### src/rtl/dec_ser_pkg.sv
// ============================================================
// Module  : dec_ser_pkg
// Brief   : Shared defaults and FSM encoding for dec_serializer
// Revision: 1.0
// ============================================================
`default_nettype none

package dec_ser_pkg;

  localparam int c_DATA_W  = 22;
  localparam int c_CLK_DIV = 4;

  typedef enum logic [1:0] {
    ST_IDLE  = 2'd0,
    ST_SHIFT = 2'd1,
    ST_GAP   = 2'd2
  } dec_ser_state_t;

endpackage

`default_nettype wire

### src/rtl/dec_ser_fifo.sv
// ============================================================
// Module  : dec_ser_fifo
// Brief   : Two-entry word FIFO with push/pop and full/empty flags
// Revision: 1.0
// ============================================================
`default_nettype none

module dec_ser_fifo
  import dec_ser_pkg::*;
#(
  parameter int DATA_W = c_DATA_W
) (
  input  logic              clk_fs,
  input  logic              rst_b,
  input  logic              i_push,
  input  logic              i_pop,
  input  logic [DATA_W-1:0] i_wdata,
  output logic [DATA_W-1:0] o_rdata,
  output logic              o_full,
  output logic              o_empty
);

  logic [DATA_W-1:0] r_mem [2];
  logic              r_wr_ptr;
  logic              r_rd_ptr;
  logic [1:0]        r_count;
  logic              w_do_push;
  logic              w_do_pop;

  assign o_full    = (r_count == 2'd2);
  assign o_empty   = (r_count == 2'd0);
  assign o_rdata   = r_mem[r_rd_ptr];
  assign w_do_pop  = i_pop && !o_empty;
  // A pop frees the head slot this edge, so a full FIFO can still take a push.
  assign w_do_push = i_push && (!o_full || w_do_pop);

  always_ff @(posedge clk_fs or negedge rst_b) begin
    if (!rst_b) begin
      r_mem[0] <= '0;
      r_mem[1] <= '0;
      r_wr_ptr <= 1'b0;
      r_rd_ptr <= 1'b0;
      r_count  <= 2'd0;
    end else begin
      if (w_do_push) begin
        r_mem[r_wr_ptr] <= i_wdata;
        r_wr_ptr        <= ~r_wr_ptr;
      end
      if (w_do_pop) begin
        r_rd_ptr <= ~r_rd_ptr;
      end
      case ({w_do_push, w_do_pop})
        2'b10:   r_count <= r_count + 2'd1;
        2'b01:   r_count <= r_count - 2'd1;
        default: r_count <= r_count;
      endcase
    end
  end

endmodule

`default_nettype wire

### src/rtl/dec_serializer.sv
// ============================================================
// Module  : dec_serializer
// Brief   : Buffers decimator words and shifts them out MSB first with even parity
// Revision: 1.0
// ============================================================
`default_nettype none

module dec_serializer
  import dec_ser_pkg::*;
#(
  parameter int DATA_W  = c_DATA_W,
  parameter int CLK_DIV = c_CLK_DIV
) (
  input  logic              clk_fs,
  input  logic              rst_b,
  input  logic [DATA_W-1:0] data_in,
  input  logic              valid_in,
  input  logic              overrun_clr,
  output logic              ser_clk,
  output logic              ser_data,
  output logic              ser_frame,
  output logic              overrun,
  output logic              busy
);

  localparam int c_PH_W  = $clog2(CLK_DIV);
  localparam int c_BIT_W = $clog2(DATA_W + 1);
  localparam logic [c_PH_W-1:0]  c_PH_LAST  = c_PH_W'(CLK_DIV - 1);
  localparam logic [c_PH_W-1:0]  c_PH_HALF  = c_PH_W'(CLK_DIV / 2);
  localparam logic [c_PH_W-1:0]  c_PH_ONE   = c_PH_W'(1);
  localparam logic [c_BIT_W-1:0] c_BIT_LAST = c_BIT_W'(DATA_W);
  localparam logic [c_BIT_W-1:0] c_BIT_ONE  = c_BIT_W'(1);

  dec_ser_state_t     r_state;
  dec_ser_state_t     w_state_nxt;
  logic [c_PH_W-1:0]  r_phase;
  logic [c_BIT_W-1:0] r_bit;
  logic [DATA_W:0]    r_shreg;
  logic               r_ser_clk;
  logic               r_ser_data;
  logic               r_ser_frame;
  logic               r_overrun;

  logic [DATA_W-1:0]  w_fifo_rdata;
  logic               w_fifo_full;
  logic               w_fifo_empty;
  logic               w_bit_end;
  logic               w_load;
  logic               w_drop;

  dec_ser_fifo #(
    .DATA_W (DATA_W)
  ) u_fifo (
    .clk_fs  (clk_fs),
    .rst_b   (rst_b),
    .i_push  (valid_in),
    .i_pop   (w_load),
    .i_wdata (data_in),
    .o_rdata (w_fifo_rdata),
    .o_full  (w_fifo_full),
    .o_empty (w_fifo_empty)
  );

  assign w_bit_end = (r_phase == c_PH_LAST);
  // The last gap cycle doubles as the IDLE decision, keeping the frame pitch at (DATA_W+2)*CLK_DIV.
  assign w_load    = ((r_state == ST_IDLE) || ((r_state == ST_GAP) && w_bit_end)) && !w_fifo_empty;
  assign w_drop    = valid_in && w_fifo_full && !w_load;

  always_comb begin
    w_state_nxt = r_state;
    case (r_state)
      ST_IDLE:  if (w_load) w_state_nxt = ST_SHIFT;
      ST_SHIFT: if (w_bit_end && (r_bit == c_BIT_LAST)) w_state_nxt = ST_GAP;
      ST_GAP:   if (w_bit_end) w_state_nxt = w_load ? ST_SHIFT : ST_IDLE;
      default:  w_state_nxt = ST_IDLE;
    endcase
  end

  always_ff @(posedge clk_fs or negedge rst_b) begin
    if (!rst_b) begin
      r_state <= ST_IDLE;
    end else begin
      r_state <= w_state_nxt;
    end
  end

  always_ff @(posedge clk_fs or negedge rst_b) begin
    if (!rst_b) begin
      r_phase <= '0;
      r_bit   <= '0;
      r_shreg <= '0;
    end else if (w_load) begin
      r_shreg <= {w_fifo_rdata, ^w_fifo_rdata};
      r_phase <= '0;
      r_bit   <= '0;
    end else if (r_state != ST_IDLE) begin
      r_phase <= w_bit_end ? '0 : r_phase + c_PH_ONE;
      if ((r_state == ST_SHIFT) && w_bit_end) begin
        r_shreg <= {r_shreg[DATA_W-1:0], 1'b0};
        r_bit   <= r_bit + c_BIT_ONE;
      end
    end
  end

  // Serial outputs are registered from the current state, one cycle behind the shifter.
  always_ff @(posedge clk_fs or negedge rst_b) begin
    if (!rst_b) begin
      r_ser_frame <= 1'b0;
      r_ser_clk   <= 1'b0;
      r_ser_data  <= 1'b0;
    end else begin
      r_ser_frame <= (r_state == ST_SHIFT);
      r_ser_clk   <= (r_state == ST_SHIFT) && (r_phase >= c_PH_HALF);
      r_ser_data  <= (r_state == ST_SHIFT) && r_shreg[DATA_W];
    end
  end

  always_ff @(posedge clk_fs or negedge rst_b) begin
    if (!rst_b) begin
      r_overrun <= 1'b0;
    end else if (w_drop) begin
      r_overrun <= 1'b1;
    end else if (overrun_clr) begin
      r_overrun <= 1'b0;
    end
  end

  assign ser_clk   = r_ser_clk;
  assign ser_data  = r_ser_data;
  assign ser_frame = r_ser_frame;
  assign overrun   = r_overrun;
  assign busy      = (r_state != ST_IDLE) || !w_fifo_empty;

endmodule

`default_nettype wire
### config.mk
export PLATFORM = sky130hd
export DESIGN_NAME = dec_serializer
export DESIGN_NICKNAME = d
export VERILOG_FILES = /design/src/rtl/dec_ser_pkg.sv /design/src/rtl/dec_ser_fifo.sv /design/src/rtl/dec_serializer.sv
export SDC_FILE = /design/constraint.sdc
export NUM_CORES = 1
export LEC_CHECK = 0
export CAP_MARGIN = 20
export CORE_MARGIN = 3
export CORE_UTILIZATION = 45
export CTS_CLUSTER_DIAMETER = 80
export DETAILED_ROUTE_END_ITERATION = 12
export PLACE_DENSITY = 0.75
export SLEW_MARGIN = 15
export SYNTH_ARGS = -nofsm -noshare
export SYNTH_HDL_FRONTEND = slang
export SYNTH_SLANG_ARGS = --single-unit
### constraint.sdc
create_clock -name clk_fs -period 3.1 [get_ports clk_fs]
set_clock_uncertainty 0.05 [all_clocks]
set_input_delay 0.31 -clock clk_fs [delete_from_list [all_inputs] [get_ports clk_fs]]
set_output_delay 0.31 -clock clk_fs [all_outputs]
set_load 0.01 [all_outputs]
# == After elaboration in Yosys (flattened, before gate mapping) ==
# Index checks and enable logic that the tools add are counted.
# word_totals
register_bits,84
latchBits,0
ram_bits,0
rom_bits,0
inputBits,26
output_inout_bits,5
word_cells,85
n_memories,0
# classes
addsub,4
n_mul,0
div,0
order_cmp,4
eq_ne,10
shifts,0
mux,23
bitwise_logic,4
n_reduce_logical,27
# ops
cell,count
$mux 22,4
$mux 23,3
$bwmux 44,1
$demux 22 s1,1
$reduce_xor 22->1,1
$mux 5,3
$mux 2,6
$logic_and 1x1->1,11
$reduce_bool 2->1,5
$eq 2x2->1 const B,4
$ge 2x2->1 const B,3
$pmux 2 s3,1
$add 5x1->5 const B,1
$eq 5x5->1 const B,1
$add 2x1->2 const B,2
$eq 2x1->1 const B,2
$logic_not 2->1,2
$ne 2x2->1 const B,2
$not 1->2,2
$pmux 2 s2,1
$logic_not 1->1,3
$logic_or 1x1->1,3
$mux 1,3
$reduce_and 3->1,1
other kinds (5),6

# == Depth between registers and ports, before layout ==
# Gate-level depths: netlist (run 1).
# logic_depth
ltp_word,9
ltp_mapped,10
mapped_depth_nobuf,9

# == Hierarchy ==
# A second synthesis (run 1) with hierarchy kept.
# hier_totals
hier_cells,312
hier_area_um2,4092.7
# modules_own_cells
module,n_inst,cells_per_inst,area_per_inst_um2,seq_area_each_um2
dec_ser_fifo,1,135,2243.4,1201.2
dec_serializer,1,177,1849.3,900.9

# == Worst setup path before layout (run 1) ==
# Ideal clock, no wire load.
# synth_path
path_kind,register to register
startpoint,register r_phase[0]
endpoint,register u_fifo.r_mem[25] in the netlist's numbering
setup_ns,0.125
arrival_time_ns,1.995
t_required_ns,2.925
slack_ns,0.930
path_stages_with_launch,10
path_buffers,2
synth_period_minus_slack_ns,2.170
path_cell_list,dfrtp_1 ha_1 nand2b_1 nor2b_4 or3b_4 nand2_4 or2_4 buf_8 buf_12 mux2_4
# synth_between
elab_chain_len,7
# synth_rtl
item,line_no,rtl
from (decl),dec_serializer.sv:36,logic [c_PH_W-1:0] r_phase;
from (signal assigned),dec_serializer.sv:97,r_phase <= w_bit_end ? '0 : r_phase + c_PH_ONE;
$eq 2x2->1,dec_serializer.sv:64,assign w_bit_end = (r_phase == c_PH_LAST);
$logic_and 1x1->1,dec_serializer.sv:66,assign w_load = ((r_state == ST_IDLE) || ((r_state == ST_GAP) && w_bit_end)) && !w_fifo_empty;
$logic_or 1x1->1,dec_serializer.sv:66,
$logic_and 1x1->1,dec_serializer.sv:66,
$logic_and 1x1->1,dec_ser_fifo.sv:33,assign w_do_pop = i_pop && !o_empty;
$logic_or 1x1->1,dec_ser_fifo.sv:35,assign w_do_push = i_push && (!o_full || w_do_pop);
$logic_and 1x1->1,dec_ser_fifo.sv:35,
"to (signal, indexed assignment)",dec_ser_fifo.sv:46,r_mem[r_wr_ptr] <= i_wdata;
to (decl),dec_ser_fifo.sv:23,logic [DATA_W-1:0] r_mem [2];
# Every way passes these cells.
# A chain may end at the register's enable or synchronous reset.

# == Final worst setup path (run 1) ==
# layout_path
startpoint,register r_phase[0]
endpoint,register u_fifo.r_mem[22] in the netlist's numbering
# Same word-level chain as after synthesis.

==> results of run 1 <==
## cells by family (layout without fill, tap and decap cells)
family	Yosys count	count (layout)	share of synthesized area [%]
adders and majority gates	5	5	1.54
DFF	84	84	51.6
buffers and inverters	22	59	3.87
and+or+nand+nor	50	50	6.18
muxes	74	74	21.3
xor gates and xnor gates	37	37	8.30
AOI/OAI and AO/OA	34	34	7.19
## routing by layer
| layer | vias up | part of all wire [%] |
|---|---|---|
| li1 | 1149 | - |
| met1 | 1160 | 47 |
| met2 | 33 | 48 |
| met3 | 12 | 3.1 |
| met4 | 0 | 1.6 |
| met5 | - | 0 |
## cell usage in the layout, fill, tap and decap left out, drive strengths merged, types with 6 or more instances in the layout
cell type,count
dfrtp,84
mux2,44
mux2i,30
nor2,29
clkdlybuf4s50,29
a221o,21
xor2,20
xnor2,16
clkbuf,10
buf,8
inv,7
nand2,6
## where the power goes
part	leakage (nW)	switching (mW)	total (mW)	internal, mW
logic	1.02	1.11	2.73	1.62
clock network	0.0995	0.413	0.814	0.401
registers	1.02	0.416	2.03	1.62
total	2.13	1.94	5.57	3.64
## flip-flops by register name (all words and copies together), names as in the netlist
name,cells
ser_data,1
ser_frame,1
overrun,1
r_phase,2
u_fifo.r_wr_ptr,1
r_state,2
ser_clk,1
u_fifo.r_count,2
r_shreg,23
u_fifo.r_mem,44
r_bit,5
u_fifo.r_rd_ptr,1
## timing repair
item,CTS,global route
endpoints found under the hold margin,0,21
endpoints found under the setup margin,0,0
hold buffers,0,1
gates resized for setup,0,0
## path summary, 6_finish.rpt
kind,cells past startpoint,end
setup / recovery,7,u_fifo.r_mem[22]$_DFFE_PN0P_
hold / removal,2,u_fifo.r_mem[26]$_DFFE_PN0P_
setup reg to reg,7,u_fifo.r_mem[22]$_DFFE_PN0P_
hold reg to reg,1,r_shreg[19]$_DFFE_PN0P_
max in group asynchronous,3,u_fifo.r_mem[13]$_DFFE_PN0P_
min in group clk_fs,1,r_shreg[19]$_DFFE_PN0P_
## area by class of cell
cell class              instances  area [um2]  area share (%)
clock inverters                 6        71.3            1.53
multi-input cells             200        1810            38.9
inverters                       5        18.8           0.403
well taps                     108         135            2.90
repair buffers                 38         380            8.17
clock buffers                  10         138            2.96
flip-flops and latches         84        2100            45.1
==> impl_metrics.tcl, run 1 <==
set metrics [dict create \
    diodes 0 \
    syn_area_um2 4070 \
    worst_pin_slew_ns 0.461 \
    groute.layer.met2.usage_pct 23.4 \
    dpl-instance-area_um2 4410 \
    ys_seq_area_share_pct 51.6 \
    cp-start-kind "flop" \
    synthCells 306 \
    grt_pass1_wl_mm 12.0 \
    dp_cells 433 \
    grtUsageMet1_pct 20.6 \
    ir_drop_uv 641 \
    dr.pass1.iters 4 \
    period_needed_ns 2.44 \
    reg2reg_from "r_phase[0]$_DFFE_PN0P_" \
    ys_types 38 \
    clock_tree.buffer_depth 2 \
    drt_iter0_markers 99 \
    clk_pin_slew_ns 0.09 \
    routedWlPerCell_um 15.6 \
    core-area_um2 8760 \
    postLayoutCellArea_um2 4660 \
    synthesis.nets 337 \
    yosysMostFrequentCell "dfrtp_1" \
    grt_pass1_vias 2425 \
    rrSetupSlack_ns 0.66 \
    synth-edff-count 0 \
    io_pins 31 \
    worstSetupPathType "flop to flop" \
    max_stage_delay_ns 0.42 \
    holdWs_ns 0.340 \
    fin_ws_ns 0.660 \
    die-area_um2 10200 \
    dp_slack_ns 0.676 \
    path_delay_family "simple AND/OR/NAND/NOR gates" \
    crit_chain "ha_1 > nand2b_1 > nor2b_4 > or3b_4 > nand2_4 > or2_4 > mux2_2" \
    syn_avg_cell_area_um2 13.3 \
    slew_viol_final 0 \
    die_h_um 101 \
    postSynthRegisterBits 84 \
    holdCritPathClass "input port to asynchronous set/reset pin" \
    grt_usage_pct 15.0 \
    cap_violations 0 \
    io_buffers 30 \
    rsz0062_at_grt "no" \
    post_cts.repair.setup_buffers 0 \
    crit_required_ns 3.29 \
    synth_top_cell_by_area "dfrtp_1" \
    gp_congestion 0.777 \
    insertion_delay_ns 0.36 \
    hpwl_mm 4.62 \
    wl_mm 7.03 \
    p_total_mw 5.57 \
    status "completed" \
    rows 34 \
    stdcell_count 451 \
    antenna_found_initial 0 \
    crit_start "r_phase[0]$_DFFE_PN0P_" \
    crit_fanout 23 \
    synth_common_cells "84 x dfrtp_1, 30 x mux2i_1, 29 x nor2_1" \
    end_kind "flop" \
    powerDensity_nw_per_um2 1200 \
    crit_arrival_ns 2.63 \
    maxClockFrequency_ghz 0.410 \
    vias 2354 \
    ant_nets 0 \
    cts_tree "built" \
    final.setup.tns_ns 0 \
    grt_max_degree 85 \
    synth_flop_cell "dfrtp_1" \
    grt_remaining_overflow 0 \
    route.detailed.drc 0 \
    period_share_pct 78.7 \
    finalSetupViolCount 0 \
    area_delta_synth_final_pct 14.4 \
    synth.area.top_cells "dfrtp_1 52%, mux2i_1 7.4%, mux2_4 7.0%" \
    grt_use_met3_pct 3.60 \
    hold_violations 0 \
    p_leak_nw 2.13 \
    yosysWarnings 0 \
    cts_buffers 9 \
    synthDominantCellAreaShare_pct 51.6 \
    n_fill_cell 754 \
    cts_max_level 3 \
    start_util_pct 46.5 \
    crit_buf_inv 0 \
    die_w_um 101 \
    cts_num_sinks 84 \
    drive_above_1_share_pct 21.0 \
    fin_util_pct 53.1 \
    cts_root_buf "clkbuf_8" \
    via_per_inst 5.22 \
    nets 369 \
    top_usage_layer "met2" \
    slowest_stage "dfrtp_1" \
    synthArstFlopShare_pct 100 \
    max_slew_margin_pct 69.3 \
]
Note: power is estimated with default switching activity, not from simulation.
==> inputs of run 2 (changes only) <==
--- a/config.mk
+++ b/config.mk
@@ -10,7 +10,7 @@
 export CORE_UTILIZATION = 45
 export CTS_CLUSTER_DIAMETER = 80
 export DETAILED_ROUTE_END_ITERATION = 12
-export PLACE_DENSITY = 0.75
+export PLACE_DENSITY = 0.78
 export SLEW_MARGIN = 15
 export SYNTH_ARGS = -nofsm -noshare
 export SYNTH_HDL_FRONTEND = slang
==> constraint.sdc (replaced) <==
create_clock -name clk_fs -period 2.1 [get_ports clk_fs]
set_clock_uncertainty 0.05 [all_clocks]
set_input_delay 0.21 -clock clk_fs [delete_from_list [all_inputs] [get_ports clk_fs]]
set_output_delay 0.21 -clock clk_fs [all_outputs]
set_load 0.01 [all_outputs]
==> run 2 against run 1 <==
Effect of this change:
- the run now ends with setup timing left
- via count rose by 7.1%
- worst setup slack lost 0.67 ns
- die area unchanged
- sequential share of layout area fell by 1.8 points
- largest cell class unchanged
- highest routed layer unchanged
==> impl_metrics.tcl, run 2 (synthesized netlist as in run 1, its figures left out) <==
set metrics [dict create \
    status "complete, but fails checks" \
    violations "setup timing" \
    grt_remaining_overflow 0 \
    period_share_pct 101 \
    largest_reg_flops 44 \
    nets 379 \
    worst_pin_slew_ns 0.444 \
    rows 34 \
    reg_top3 "u_fifo.r_mem (44), r_shreg (23), r_bit (5)" \
    antenna_found_initial 0 \
    area_delta_synth_final_pct 19.2 \
    clk_pin_slew_ns 0.09 \
    start_util_pct 46.5 \
    routedWlPerCell_um 16.4 \
    hold_violations 0 \
    top_usage_layer "met2" \
    grtUsageMet1_pct 20.2 \
    path_delay_family "simple AND/OR/NAND/NOR gates" \
    period_needed_ns 2.11 \
    drt_iter0_markers 152 \
    grt_usage_pct 16.0 \
    die_h_um 101 \
    crit_fanout 12 \
    fin_ws_ns -0.0125 \
    p_leak_nw 2.22 \
    top_register "u_fifo.r_mem" \
    crit_arrival_ns 2.31 \
    die-area_um2 10200 \
    grt_pass1_wl_mm 12.6 \
    worstSetupPathType "flop to flop" \
    ir_drop_uv 1140 \
    die_w_um 101 \
    ant_nets 0 \
    crit_required_ns 2.30 \
    hpwl_mm 5.23 \
    finalSetupViolCount 18 \
    powerDensity_nw_per_um2 1800 \
    diodes 0 \
    grt_use_met3_pct 4.01 \
    final.setup.tns_ns -0.0837 \
    wl_mm 7.58 \
    crit_chain "ha_2 > nand2b_4 > nor2b_4 > or3b_4 > nand2_4 > or2_4 > buf_12 > mux2_4" \
    maxClockFrequency_ghz 0.473 \
    io_buffers 30 \
    gp_congestion 0.762 \
    cts_max_level 3 \
    clock_tree.buffer_depth 2 \
    grt_pass1_vias 2537 \
    cts_tree "built" \
    drive_above_1_share_pct 25.8 \
    route.detailed.drc 0 \
    io_pins 31 \
    final_cell_mix "83 x dfrtp_1, 28 x nor2_1, 28 x clkdlybuf4s50_1" \
    max_slew_margin_pct 70.4 \
    vias 2522 \
    crit_buf_inv 1 \
    grt_max_degree 53 \
    slowest_stage "dfrtp_1" \
    rsz0062_at_grt "yes" \
    cts_root_buf "clkbuf_8" \
    max_stage_delay_ns 0.41 \
    dr.pass1.iters 4 \
    cts_num_sinks 84 \
    cp-start-kind "flop" \
    final_common_cell "dfrtp_1" \
    dp_cells 444 \
    end_kind "flop" \
    groute.layer.met2.usage_pct 26.3 \
    slew_viol_final 0 \
    stdcell_count 461 \
    cap_violations 0 \
    holdCritPathClass "input port to asynchronous set/reset pin" \
    via_per_inst 5.47 \
    cts_buffers 9 \
    core-area_um2 8760 \
    insertion_delay_ns 0.36 \
]
## run 2: cell type report
class / instances / area, um2
flip-flops and latches: 84 / 2100
inverters: 5 / 18.8
fillers: 725 / 3910
repair buffers: 48 / 509
clock buffers: 10 / 138
clock inverters: 6 / 87.6
well taps: 108 / 135
multi-input cells: 200 / 1860
## run 2: where the power goes
part / switching (mW) / internal (mW)
sequential: 0.646 / 2.39
combinational: 1.78 / 2.65
clock: 0.589 / 0.699
## run 2: routing by layer
layer	vias up	share of wire [%]
li1	1167	-
met5	-	0
met3	13	3.3
met4	0	1.8
met1	1301	44
met2	41	51
## run 2: timing repair
action                     CTS  global route
gates resized for setup      4             8
setup buffers                0             0
hold buffers                 1             0
pin swaps                    0             2
hold endpoints to repair    32             0
setup endpoints to repair   32            46
## run 2: path summary, 6_finish.rpt
check                                              from                      endpoint  slack, ns  cells past startpoint
setup / recovery                 r_phase[0]$_DFFE_PN0P_  u_fifo.r_mem[25]$_DFFE_PN0P_      -0.01                      8
hold / removal                                    rst_b   u_fifo.r_mem[7]$_DFFE_PN0P_       0.28                      2
setup reg to reg                 r_phase[0]$_DFFE_PN0P_  u_fifo.r_mem[25]$_DFFE_PN0P_      -0.01                      8
hold reg to reg            u_fifo.r_mem[13]$_DFFE_PN0P_  u_fifo.r_mem[13]$_DFFE_PN0P_       0.46                      1
max in group asynchronous                         rst_b        r_state[0]$_DFFE_PN0P_       1.10                      3
min in group clk_fs                         overrun_clr           overrun$_DFFE_PN0P_       0.38                      2
## run 2: stage by stage
step / worst slack (ns) / util [%] / power (mW) / hold WS (ns) / area (um2)
5_1_grt: -0.0619 / 55.4 / 9.33 / 0.317 / 4850
3_3_place_gp: 0.0189 / 52.2 / 7.20 / 0.135 / 4580
4_1_cts: -0.0194 / 55.0 / 8.76 / 0.289 / 4820
2_1_floorplan: -0.0191 / - / 6.39 / -0.136 / 4080
6_report: -0.0125 / 55.4 / 8.76 / 0.277 / 4850
3_5_place_dp: -0.0271 / 52.2 / 7.47 / 0.138 / 4580
